==> src/rtl/gb_apu_pkg.sv <==
// Shared definitions for the APU pulse-channel register front end:
// register indices, readback OR masks and the NR14 trigger bit position.
package gb_apu_pkg;

    typedef enum logic [2:0] {
        REG_NR10 = 3'd0,
        REG_NR11 = 3'd1,
        REG_NR12 = 3'd2,
        REG_NR13 = 3'd3,
        REG_NR14 = 3'd4
    } reg_idx_e;

    // Bits forced to 1 on readback (unused or write-only bits)
    localparam logic [7:0] NR10_RD_MASK = 8'h80;
    localparam logic [7:0] NR11_RD_MASK = 8'h3F;
    localparam logic [7:0] NR12_RD_MASK = 8'h00;
    localparam logic [7:0] NR13_RD_MASK = 8'hFF;
    localparam logic [7:0] NR14_RD_MASK = 8'hBF;

    localparam int NR14_TRIGGER_BIT = 7;

endpackage

==> src/rtl/gb_apu_pulse_regs.sv <==
// CPU-side NR10..NR14 register block for one pulse channel: write decode,
// trigger pulse, sweep frequency write-back and masked registered readback.
module gb_apu_pulse_regs
    import gb_apu_pkg::*;
#(
    parameter bit HAS_SWEEP = 1'b1
) (
    input  logic        clk,
    input  logic        reset,
    input  logic        apu_enable,
    input  logic [2:0]  addr,
    input  logic        wr_en,
    input  logic        rd_en,
    input  logic [7:0]  wdata,
    output logic [7:0]  rdata,
    input  logic        freq_wb_valid,
    input  logic [10:0] freq_wb,
    output logic [2:0]  sweep_time,
    output logic        sweep_decreasing,
    output logic [2:0]  num_sweep_shifts,
    output logic [1:0]  wave_duty,
    output logic [5:0]  length,
    output logic [3:0]  initial_volume,
    output logic        envelope_increasing,
    output logic [2:0]  num_envelope_sweeps,
    output logic [10:0] frequency,
    output logic        single,
    output logic        start,
    output logic        dac_enable
);

    logic [6:0]  nr10_q, nr10_d;
    logic [7:0]  nr11_q, nr11_d;
    logic [7:0]  nr12_q, nr12_d;
    logic [10:0] freq_q, freq_d;
    logic        single_q, single_d;
    logic        dac_q, dac_d;
    logic        start_q, start_d;
    logic [7:0]  rdata_q, rd_mux;

    // Write decode. freq_wb_valid has no ready: it is always taken while
    // powered; a same-cycle CPU write to NR13/NR14 overrides only its own bits.
    always_comb begin
        nr10_d   = nr10_q;
        nr11_d   = nr11_q;
        nr12_d   = nr12_q;
        freq_d   = freq_q;
        single_d = single_q;
        start_d  = 1'b0;
        if (!apu_enable) begin
            nr10_d   = '0;
            nr11_d   = '0;
            nr12_d   = '0;
            freq_d   = '0;
            single_d = 1'b0;
        end else begin
            if (freq_wb_valid) begin
                freq_d = freq_wb;
            end
            if (wr_en) begin
                case (addr)
                    REG_NR10: if (HAS_SWEEP) nr10_d = wdata[6:0];
                    REG_NR11: nr11_d = wdata;
                    REG_NR12: nr12_d = wdata;
                    REG_NR13: freq_d[7:0] = wdata;
                    REG_NR14: begin
                        freq_d[10:8] = wdata[2:0];
                        single_d     = wdata[6];
                        start_d      = wdata[NR14_TRIGGER_BIT];
                    end
                    default: ;
                endcase
            end
        end
        dac_d = |nr12_d[7:3];
    end

    always_comb begin
        rd_mux = 8'hFF;
        case (addr)
            REG_NR10: rd_mux = HAS_SWEEP ? ({1'b0, nr10_q} | NR10_RD_MASK) : 8'hFF;
            REG_NR11: rd_mux = nr11_q | NR11_RD_MASK;
            REG_NR12: rd_mux = nr12_q | NR12_RD_MASK;
            REG_NR13: rd_mux = NR13_RD_MASK;
            REG_NR14: rd_mux = {1'b0, single_q, 6'b0} | NR14_RD_MASK;
            default:  rd_mux = 8'hFF;
        endcase
    end

    always_ff @(posedge clk) begin
        if (reset) begin
            nr10_q   <= '0;
            nr11_q   <= '0;
            nr12_q   <= '0;
            freq_q   <= '0;
            single_q <= 1'b0;
            dac_q    <= 1'b0;
            start_q  <= 1'b0;
            rdata_q  <= '0;
        end else begin
            nr10_q   <= nr10_d;
            nr11_q   <= nr11_d;
            nr12_q   <= nr12_d;
            freq_q   <= freq_d;
            single_q <= single_d;
            dac_q    <= dac_d;
            start_q  <= start_d;
            if (rd_en) begin
                rdata_q <= rd_mux;
            end
        end
    end

    assign sweep_time          = HAS_SWEEP ? nr10_q[6:4] : 3'd0;
    assign sweep_decreasing    = HAS_SWEEP ? nr10_q[3]   : 1'b0;
    assign num_sweep_shifts    = HAS_SWEEP ? nr10_q[2:0] : 3'd0;
    assign wave_duty           = nr11_q[7:6];
    assign length              = nr11_q[5:0];
    assign initial_volume      = nr12_q[7:4];
    assign envelope_increasing = nr12_q[3];
    assign num_envelope_sweeps = nr12_q[2:0];
    assign frequency           = freq_q;
    assign single              = single_q;
    assign start               = start_q;
    assign dac_enable          = dac_q;
    assign rdata               = rdata_q;

endmodule

==> config.mk <==
export PLATFORM = sky130hd
export DESIGN_NAME = gb_apu_pulse_regs
export DESIGN_NICKNAME = d
export VERILOG_FILES = /design/src/rtl/gb_apu_pkg.sv /design/src/rtl/gb_apu_pulse_regs.sv
export SDC_FILE = /design/constraint.sdc
export NUM_CORES = 1
export LEC_CHECK = 0
export BUFFER_PORTS_ARGS = -buffer_cell sky130_fd_sc_hd__buf_2
export CAP_MARGIN = 20
export CORE_MARGIN = 2
export CORE_UTILIZATION = 40
export DETAILED_ROUTE_END_ITERATION = 10
export GPL_TIMING_DRIVEN = 0
export HOLD_SLACK_MARGIN = 0.06
export PLACE_DENSITY = 0.67
export SKIP_LAST_GASP = 1
export SYNTH_ARGS = -nofsm -noshare
export SYNTH_HDL_FRONTEND = slang
export SYNTH_SLANG_ARGS = --single-unit
==> constraint.sdc <==
create_clock -name clk -period 2.6 [get_ports clk]
set_input_delay 0.13 -clock clk [delete_from_list [all_inputs] [get_ports clk]]
set_output_delay 0.13 -clock clk [all_outputs]
set_load 0.01 [all_outputs]
# == Yosys cells after proc, flatten, opt, wreduce, memory -nomap -nowiden ==
# Cells that the tools add are included.
# word_totals
register_bits,45
in_bits,28
output_inout_bits,45
word_cells,32
# op_classes
eq_ne,4
muxes,8
bitwise,3
n_reduce_logical,8
# op_table
operator,count
two-way mux 8 bit,4
one-hot mux 8 bit (4 select lines),1
two-way mux 11 bit,2
AND reduction 2 bit,4
"equality test 3 x 2 -> 1 bit, second input constant",2
OR reduction 5 bit,1
OR reduction 4 bit,1
"equality test 3 x 1 -> 1 bit, second input constant",1
"equality test 3 bit, second input constant",1
zero test 3 bit,1
two-way mux 3 bit,1
NOT 1 bit,3
OR reduction 2 bit,1

# == Logic depth before layout (Yosys ltp) ==
# Gate-level depths: netlist of run 1.
# logic_depth
ltp_word,5
ltp_mapped,5
depth_no_buf,3

# == Worst setup path before layout of run 1 ==
# No wires, ideal clock.
# synth_path
kind,flip-flop to flip-flop
from,register nr12_q[5]
to,register dac_q (netlist: dac_enable)
setup_ps,119
arrival_time_ps,1029
required_time_ps,2481
path_slack_ps,1452
path_stages_with_launch,4
n_path_buf,0
period_less_slack_ps,1148
path_cell_list,dfxtp_1 or4_1 nor3_1 nor3_1
# synth_via
elab_chain_cells,4
# synth_rtl
element,line_no,source
from (decl),gb_apu_pulse_regs.sv:34,"logic [7:0] nr12_q, nr12_d;"
from (signal assigned),gb_apu_pulse_regs.sv:103,nr12_q <= nr12_d;
two-way mux 8 bit,gb_apu_pulse_regs.sv:61,case (addr)
two-way mux 8 bit (*),gb_apu_pulse_regs.sv:60,if (wr_en) begin
two-way mux 8 bit (*),gb_apu_pulse_regs.sv:50,if (!apu_enable) begin
OR reduction 5 bit (*),gb_apu_pulse_regs.sv:75,dac_d = |nr12_d[7:3];
to (signal assigned),gb_apu_pulse_regs.sv:97,dac_q <= 1'b0;
to (signal assigned),gb_apu_pulse_regs.sv:106,dac_q <= dac_d;
to (decl),gb_apu_pulse_regs.sv:37,"logic dac_q, dac_d;"
# Every way passes the cells marked *; elsewhere a longest branch is shown, timed or not.
# A chain may end at the register's enable or synchronous reset.

# == Final worst setup path of run 1 ==
# Ends and elaborated chain as after synthesis.

==> tab_implementation.tex, run 1 <==
\begin{tabular}{lr}
\hline
Metric & Value \\
\hline
\multicolumn{2}{l}{\textbf{Power}} \\
Proportion of power drawn by flip-flops and latches & 51.0\% \\
Leakage power figure & 1.149 nW \\
Switching power & 0.0003354 W \\
Total power after layout & 0.001408 W \\
Power per standard cell area & 553.8 nW/um\^{}2 \\
Cell-internal power & 0.001073 W \\
Power share of the combinational group & 12.0\% \\
Clock power share & 37.0\% \\
Sw Share & 23.82\% \\
Peak ir drop on the vdd network & 0.3115 mV \\
\multicolumn{2}{l}{\textbf{STA}} \\
Final setup violation count & 0 \\
Maximum operating frequency & 851.9 MHz \\
Period utilization & 45.15\% \\
Fin crit period & 1.174 ns \\
Worst slew slack as a fraction of its limit & 69.28\% \\
Worst Tran Pin Value & 0.4607 ns \\
Final hold vios & 0 \\
Setup repair after global routing missed its margin & no \\
Least setup slack across all paths after layout & 1.426 ns \\
Final setup skew & 0.009956 ns \\
Accumulated negative setup slack & 0 ns \\
Final Max Tran Viols & 0 \\
\multicolumn{2}{l}{\textbf{Logic synthesis}} \\
Sequential cell area fraction in the yosys report & 45.23\% \\
Mean cell area of the mapped netlist & 10.01 um\^{}2 \\
Number of distinct standard cells referenced by the synthesized netlist & 33 \\
Synthesized cell area & 1992 um\^{}2 \\
Warnings, synthesis & 0 \\
Cell types with the largest area share after synthesis & sky130\_fd\_sc\_hd\_\_dfxtp\_1 45\%, sky130\_fd\_sc\_hd\_\_mux2i\_1 14\%, sky130\_fd\_sc\_hd\_\_nor2\_1 6.6\% \\
Synthesized instance count & 199 \\
FF+latch count, synth & 45 \\
Syn Nets & 227 \\
Portion of synthesized cell area occupied by the leading cell type & 45.23\% \\
Dominant cell type by area after synthesis & sky130\_fd\_sc\_hd\_\_dfxtp\_1 \\
\multicolumn{2}{l}{\textbf{Setup path}} \\
Cell family with most CP delay & simple AND/OR/NAND/NOR gates \\
Arrival time of the worst setup path & 1.37 ns \\
Setup crit end & dac\_enable \\
Critical Path Start & nr12\_q[5] \\
CP Buf/Inv Count & 0 \\
Critical R2R Launch & nr12\_q[5] \\
Cell type of the slowest stage on the worst timing path & sky130\_fd\_sc\_hd\_\_or4\_1 \\
Cells along the critical path & or4\_1 > nor3\_1 > nor3\_1 \\
Critical Path Source Type & flip-flop \\
R2r endpoint & dac\_enable \\
Critical path depth in cells & 3 \\
Kind of capture point of the worst setup path & flip-flop \\
Register-to-register path setup slack & 1.43 ns \\
Highest cell delay on the worst timing path & 0.52 ns \\
CP required & 2.80 ns \\
Critical path start-end classification & flip-flop to flip-flop \\
Most frequent CP cell & sky130\_fd\_sc\_hd\_\_nor3\_1 \\
Worst R2R Path Depth & 3 \\
Maximum fanout along the worst path & 4 \\
\multicolumn{2}{l}{\textbf{Layout}} \\
Most frequent cells in the layout & 77 x sky130\_fd\_sc\_hd\_\_buf\_2, 45 x sky130\_fd\_sc\_hd\_\_dfxtp\_1, 35 x sky130\_fd\_sc\_hd\_\_nor2\_1, 27 x sky130\_fd\_sc\_hd\_\_mux2i\_1, 16 x sky130\_fd\_sc\_hd\_\_nand2\_1 \\
Total of fill cells in the finished design & 485 \\
Count of nets after finishing & 305 \\
Synthesis-to-finish area growth & 27.64\% \\
Number of diodes & 0 \\
Layout cell share with drive strength beyond 1 & 40.65\% \\
Most frequent standard cell in the layout excluding fill and tap cells & sky130\_fd\_sc\_hd\_\_buf\_2 \\
\multicolumn{2}{l}{\textbf{CTS}} \\
Clock tree from TritonCTS & built \\
Cts bufs inserted & 5 \\
Clock slew seen by the registers of the worst setup and hold paths & 0.09 ns \\
H-tree levels & 2 \\
Clock insertion delay at the later pin of the skew report & 0.30 ns \\
Post-CTS setup-driven buffer insertion count & 0 \\
Resized cells post-CTS & 0 \\
Root Buffer & sky130\_fd\_sc\_hd\_\_clkbuf\_8 \\
Clock Sinks & 45 \\
Cts hold-fix bufs & 0 \\
Largest buffer count on any clock path & 2 \\
\multicolumn{2}{l}{\textbf{Die}} \\
Effective utilization at floorplan & 41.89\% \\
Die Wd & 74.57 um \\
CORE AREA & 4755 um\^{}2 \\
Floorplan row count & 25 \\
Die H & 74.57 um \\
Die ar. & 5560 um\^{}2 \\
I/O Pins & 73 \\
\multicolumn{2}{l}{\textbf{Routing}} \\
Detail-routed via count per cell & 5.003 \\
Count of routing violations after the opening detailed-route iteration & 71 \\
Detailed-route DRC error count & 0 \\
Drt total wl & 4.805 mm \\
First-pass detailed-route iteration total & 4 \\
Vias post-DR & 1726 \\
Post-detailed-route wirelength per cell & 13.93 um \\
Detail Route Antenna Nets & 0 \\
\multicolumn{2}{l}{\textbf{GRT}} \\
Global router's overall resource usage & 18.11\% \\
First-pass GRT wire length & 7.479 mm \\
Total global routing overflow & 0 \\
Pin count of the biggest net entering global routing & 15 \\
Vias in the first global route & 1600 \\
Antenna violations before repair & 0 \\
\multicolumn{2}{l}{\textbf{Outcome}} \\
Outcome & completed \\
\multicolumn{2}{l}{\textbf{Placed design}} \\
I/O Buffers & 71 \\
Pre-CTS setup slack & 1.344 ns \\
DP HPWL & 3.619 mm \\
Routability Congestion & 0.8063 \\
\multicolumn{2}{l}{\textbf{Worst hold path}} \\
Hold crit path type & primary input to flip-flop \\
\multicolumn{2}{l}{\textbf{Run}} \\
Maximum Capacitance Violations & 0 \\
\hline
\end{tabular}
final cells by class:
type                            count  area (um^2)  share of cell area (%)
Sequential cell                    45        900.9                   35.43
Multi-Input combinational cell    135        962.2                   37.84
Clock buffer                        6        72.57                   2.854
Clock inverter                      2        38.79                   1.526
Tap cell                           67        83.83                   3.297
Inverter                            2        7.507                  0.2953
Buffer                             17        121.4                   4.774
Timing Repair Buffer               71        355.3                   13.98
metal layers:
| layer | GRT usage (%) | part of all wire (%) | vias up |
|---|---|---|---|
| met5 | 0 | 0 | - |
| met4 | 4.762 | 0.60 | 0 |
| met3 | 5.691 | 6.2 | 2 |
| met2 | 30.38 | 47 | 53 |
| met1 | 22.61 | 46 | 819 |
| li1 | - | - | 852 |
worst min path at each step:
stage,slack (ns),start,to,cells after the start
4_1_cts,0.10,wdata[7],start,3
5_1_grt,0.1,wdata[7],start,3
3_5_place_dp,0.43,wdata[7],start,3
2_1_floorplan,0.25,wdata[7],start,2
3_3_place_gp,0.43,wdata[3],nr12_q[3],3
6_report,0.11,wdata[7],start,3
registers in the layout, indices dropped and copies added, names as in the netlist:
signal	count
frequency	11
nr12_q	8
dac_enable	1
rdata	8
single	1
nr10_q	7
nr11_q	8
start	1
synthesized netlist by cell type:
library cell,count
sky130_fd_sc_hd__or3b_1,1
sky130_fd_sc_hd__buf_6,5
sky130_fd_sc_hd__inv_1,2
sky130_fd_sc_hd__a41oi_1,1
sky130_fd_sc_hd__and4bb_2,2
sky130_fd_sc_hd__or2b_2,1
sky130_fd_sc_hd__o22ai_1,7
sky130_fd_sc_hd__a21oi_1,8
sky130_fd_sc_hd__nand4bb_1,2
sky130_fd_sc_hd__clkbuf_1,2
sky130_fd_sc_hd__buf_4,3
sky130_fd_sc_hd__mux2_2,6
sky130_fd_sc_hd__nand2b_1,1
sky130_fd_sc_hd__o32ai_1,1
sky130_fd_sc_hd__nor2b_1,2
sky130_fd_sc_hd__a211oi_1,3
sky130_fd_sc_hd__nor3_1,4
sky130_fd_sc_hd__or2b_1,1
sky130_fd_sc_hd__a211oi_2,8
sky130_fd_sc_hd__o31ai_1,1
sky130_fd_sc_hd__nor2_1,35
sky130_fd_sc_hd__or2_2,1
sky130_fd_sc_hd__nor3b_1,1
sky130_fd_sc_hd__mux2i_1,27
sky130_fd_sc_hd__nand2_1,16
sky130_fd_sc_hd__or4_1,2
sky130_fd_sc_hd__nor4b_4,1
sky130_fd_sc_hd__a311oi_1,1
sky130_fd_sc_hd__nand4b_4,1
sky130_fd_sc_hd__clkbuf_2,1
sky130_fd_sc_hd__dfxtp_1,45
sky130_fd_sc_hd__buf_2,6
sky130_fd_sc_hd__o21ai_0,1
logic make-up (layout without fill, tap and decap cells):
family | count (synthesis) | in the layout | share of synthesized area, %
AND/OR/NAND/NOR | 71 | 71 | 19.03
flip-flops | 45 | 45 | 45.23
multiplexers | 33 | 33 | 16.96
AO/OA/AOI/OAI | 31 | 31 | 12.31
buffers and inverters | 19 | 98 | 6.470
power groups by stage:
stage | registers [W] | logic (W) | clock network [W]
finish | 0.000719 | 0.000168 | 0.000521
global route | 0.000721 | 0.000185 | 0.000561
CTS | 0.000719 | 0.000170 | 0.000541
detailed placement | 0.000735 | 0.000169 | 0
global placement | 0.000734 | 0.000167 | 0
floorplan | 0.000744 | 0.0000898 | 0
worst register-to-register path, cell delays in order (launching register included):
cell	delay (ns)
sky130_fd_sc_hd__dfxtp_1	0.35
sky130_fd_sc_hd__or4_1	0.52
sky130_fd_sc_hd__nor3_1	0.14
sky130_fd_sc_hd__nor3_1	0.07
through the flow:
step	instance area [um^2]	hold slack [ns]	util [%]	instances
floorplan	1992	0.2501	-	199
global route	2542	0.09798	53.47	345
global placement	2431	0.4254	51.13	337
CTS	2542	0.1020	53.47	345
finish	2542	0.1137	53.47	345
detailed placement	2431	0.4311	51.13	337
No activity file was read; power rests on OpenSTA's default activity.
==> run 2, diff against run 1 <==
==> constraint.sdc (replaced) <==
create_clock -name clk -period 1.2 [get_ports clk]
set_input_delay 0.06 -clock clk [delete_from_list [all_inputs] [get_ports clk]]
set_output_delay 0.06 -clock clk [all_outputs]
set_load 0.01 [all_outputs]
==> tab_implementation.tex, run 2 (same netlist as run 1, synthesis figures left out) <==
\begin{tabular}{lr}
\hline
Metric & Value \\
\hline
\multicolumn{2}{l}{\textbf{STA}} \\
Final setup violation count & 0 (unchanged) \\
Final Max Tran Viols & 0 (unchanged) \\
Accumulated negative setup slack & 0 ns (unchanged) \\
Worst Tran Pin Value & 0.4583 ns (was 0.4607 ns) \\
Final setup skew & 0.01307 ns (was 0.009956 ns) \\
Final hold vios & 0 (unchanged) \\
Fin crit period & 1.148 ns (was 1.174 ns) \\
Period utilization & 95.66\% (was 45.15\%) \\
Setup repair after global routing missed its margin & yes (was no) \\
Worst slew slack as a fraction of its limit & 69.45\% (was 69.28\%) \\
Maximum operating frequency & 871.1 MHz (was 851.9 MHz) \\
\multicolumn{2}{l}{\textbf{Layout}} \\
Count of nets after finishing & 316 (was 305) \\
Number of diodes & 0 (unchanged) \\
Footprint of the multi-input gates & 979.7 um\^{}2 (was 962.2 um\^{}2) \\
Total of fill cells in the finished design & 473 (was 485) \\
Most frequent standard cell in the layout excluding fill and tap cells & sky130\_fd\_sc\_hd\_\_buf\_2 (unchanged) \\
Register Area & 903.4 um\^{}2 (was 900.9 um\^{}2) \\
Layout cell share with drive strength beyond 1 & 41.52\% (was 40.65\%) \\
Most frequent cells in the layout & 76 x sky130\_fd\_sc\_hd\_\_buf\_2, 43 x sky130\_fd\_sc\_hd\_\_dfxtp\_1, 35 x sky130\_fd\_sc\_hd\_\_nor2\_1, 27 x sky130\_fd\_sc\_hd\_\_mux2i\_1, 16 x sky130\_fd\_sc\_hd\_\_nand2\_1 (was 77 x sky130\_fd\_sc\_hd\_\_buf\_2, 45 x sky130\_fd\_sc\_hd\_\_dfxtp\_1, 35 x sky130\_fd\_sc\_hd\_\_nor2\_1, 27 x sky130\_fd\_sc\_hd\_\_mux2i\_1, 16 x sky130\_fd\_sc\_hd\_\_nand2\_1) \\
Synthesis-to-finish area growth & 34.17\% (was 27.64\%) \\
Final core utilization & 56.21\% (was 53.47\%) \\
Flip-flop count of the largest register, all copies and words added & 11 (unchanged) \\
\multicolumn{2}{l}{\textbf{Setup path}} \\
Arrival time of the worst setup path & 1.35 ns (was 1.37 ns) \\
Critical Path Source Type & flip-flop (unchanged) \\
CP required & 1.40 ns (was 2.80 ns) \\
Kind of capture point of the worst setup path & flip-flop (unchanged) \\
Critical path start-end classification & flip-flop to flip-flop (unchanged) \\
Maximum fanout along the worst path & 2 (was 4) \\
\multicolumn{2}{l}{\textbf{Power}} \\
Sw Share & 24.30\% (was 23.82\%) \\
Power share of the combinational group & 12.7\% (was 12.0\%) \\
Clock power share & 37.0\% (about the same) \\
Cell-internal power & 0.002348 W (was 0.001073 W) \\
Switching power & 0.0007534 W (was 0.0003354 W) \\
Proportion of power drawn by flip-flops and latches & 50.2\% (was 51.0\%) \\
Peak ir drop on the vdd network & 0.6749 mV (was 0.3115 mV) \\
Power per standard cell area & 1160 nW/um\^{}2 (was 553.8 nW/um\^{}2) \\
Leakage power figure & 1.201 nW (was 1.149 nW) \\
\multicolumn{2}{l}{\textbf{Placed design}} \\
DP HPWL & 3.619 mm (unchanged) \\
I/O Buffers & 71 (unchanged) \\
Routability Congestion & 0.8063 (unchanged) \\
\multicolumn{2}{l}{\textbf{Run}} \\
Maximum Capacitance Violations & 0 (unchanged) \\
\multicolumn{2}{l}{\textbf{CTS}} \\
Root Buffer & sky130\_fd\_sc\_hd\_\_clkbuf\_8 (unchanged) \\
H-tree levels & 2 (unchanged) \\
Cts bufs inserted & 5 (unchanged) \\
Clock insertion delay at the later pin of the skew report & 0.30 ns (about the same) \\
Clock slew seen by the registers of the worst setup and hold paths & 0.09 ns (about the same) \\
Largest buffer count on any clock path & 2 (unchanged) \\
Clock Sinks & 45 (unchanged) \\
Clock tree from TritonCTS & built (unchanged) \\
\multicolumn{2}{l}{\textbf{Die}} \\
Die ar. & 5560 um\^{}2 (unchanged) \\
Floorplan row count & 25 (unchanged) \\
Effective utilization at floorplan & 41.89\% (unchanged) \\
CORE AREA & 4755 um\^{}2 (unchanged) \\
Die Wd & 74.57 um (unchanged) \\
Die H & 74.57 um (unchanged) \\
I/O Pins & 73 (unchanged) \\
\multicolumn{2}{l}{\textbf{Routing}} \\
First-pass detailed-route iteration total & 4 (unchanged) \\
Drt total wl & 5.107 mm (was 4.805 mm) \\
Post-detailed-route wirelength per cell & 14.35 um (was 13.93 um) \\
Detailed-route DRC error count & 0 (unchanged) \\
Detail Route Antenna Nets & 0 (unchanged) \\
Vias post-DR & 1757 (was 1726) \\
Count of routing violations after the opening detailed-route iteration & 52 (was 71) \\
Detail-routed via count per cell & 4.935 (was 5.003) \\
\multicolumn{2}{l}{\textbf{Outcome}} \\
Outcome & completed (unchanged) \\
\multicolumn{2}{l}{\textbf{GRT}} \\
Vias in the first global route & 1663 (was 1600) \\
First-pass GRT wire length & 7.852 mm (was 7.479 mm) \\
Total global routing overflow & 0 (unchanged) \\
Antenna violations before repair & 0 (unchanged) \\
Pin count of the biggest net entering global routing & 15 (unchanged) \\
Global router's overall resource usage & 19.08\% (was 18.11\%) \\
\multicolumn{2}{l}{\textbf{Worst hold path}} \\
Hold crit path type & primary input to flip-flop (unchanged) \\
\hline
\end{tabular}
==> run 2: repair_timing <==
| action | CTS | global route |
|---|---|---|
| buffers inserted | 0 | 2 |
| endpoints found under the setup margin | 0 | 1 |
| gates resized for setup | 0 | 6 |
| hold buffers | 10 | 0 |
| endpoints found under the hold margin | 13 | 0 |
==> run 2: power by group through the flow <==
stage / clock network, W / registers [W] / logic (W)
2_1_floorplan: 0 / 0.00161 / 0.000195
3_3_place_gp: 0 / 0.00159 / 0.000362
3_5_place_dp: 0 / 0.00159 / 0.000366
4_1_cts: 0.00117 / 0.00156 / 0.000395
5_1_grt: 0.00122 / 0.00156 / 0.000433
6_report: 0.00115 / 0.00156 / 0.000395
==> run 2: worst max-delay path, stage by stage, from the launching register on <==
cell and delay, ns:
sky130_fd_sc_hd__dfxtp_2 0.32, sky130_fd_sc_hd__or4_4 0.53, sky130_fd_sc_hd__nor3_2 0.16, sky130_fd_sc_hd__nor3_1 0.05
==> run 2: path summary, 6_finish.rpt <==
path,startpoint,to,slack [ns],cells past startpoint
hold / removal,wdata[4],nr10_q[4],0.09,3
setup / recovery,nr12_q[5],dac_enable,0.05,3
setup reg to reg,nr12_q[5],dac_enable,0.05,3
hold reg to reg,nr12_q[4],nr12_q[4],0.48,2
==> run 2: metrics by stage <==
step,total power (W),cell area (um^2),worst slack (ns),cells,hold WS [ns]
finish,0.003101,2673,0.05204,356,0.09096
global route,0.003211,2673,0.01053,356,0.1057
CTS,0.003124,2643,0.01002,355,0.07698
detailed placement,0.001959,2431,0.01419,337,0.3611
global placement,0.001952,2431,0.01406,337,0.3554
floorplan,0.001806,1992,0.05179,199,0.1801
==> run 2: layout make-up <==
cell class | count | share of cell area (%)
Buffer | 17 | 4.541
Clock buffer | 6 | 2.715
Clock inverter | 2 | 1.451
Inverter | 2 | 0.2809
Multi-Input combinational cell | 135 | 36.66
Sequential cell | 45 | 33.80
Tap cell | 67 | 3.137
Timing Repair Buffer | 82 | 17.42
==> run 2: metal layers <==
metal	track usage (%)	share of wire (%)	wire length, um	vias to the layer above
li1	-	-	-	876
met1	24.27	46	2341	821
met2	31.86	47	2413	56
met3	5.691	6.0	307	4
met4	4.762	0.88	45	0
met5	0	0	0	-
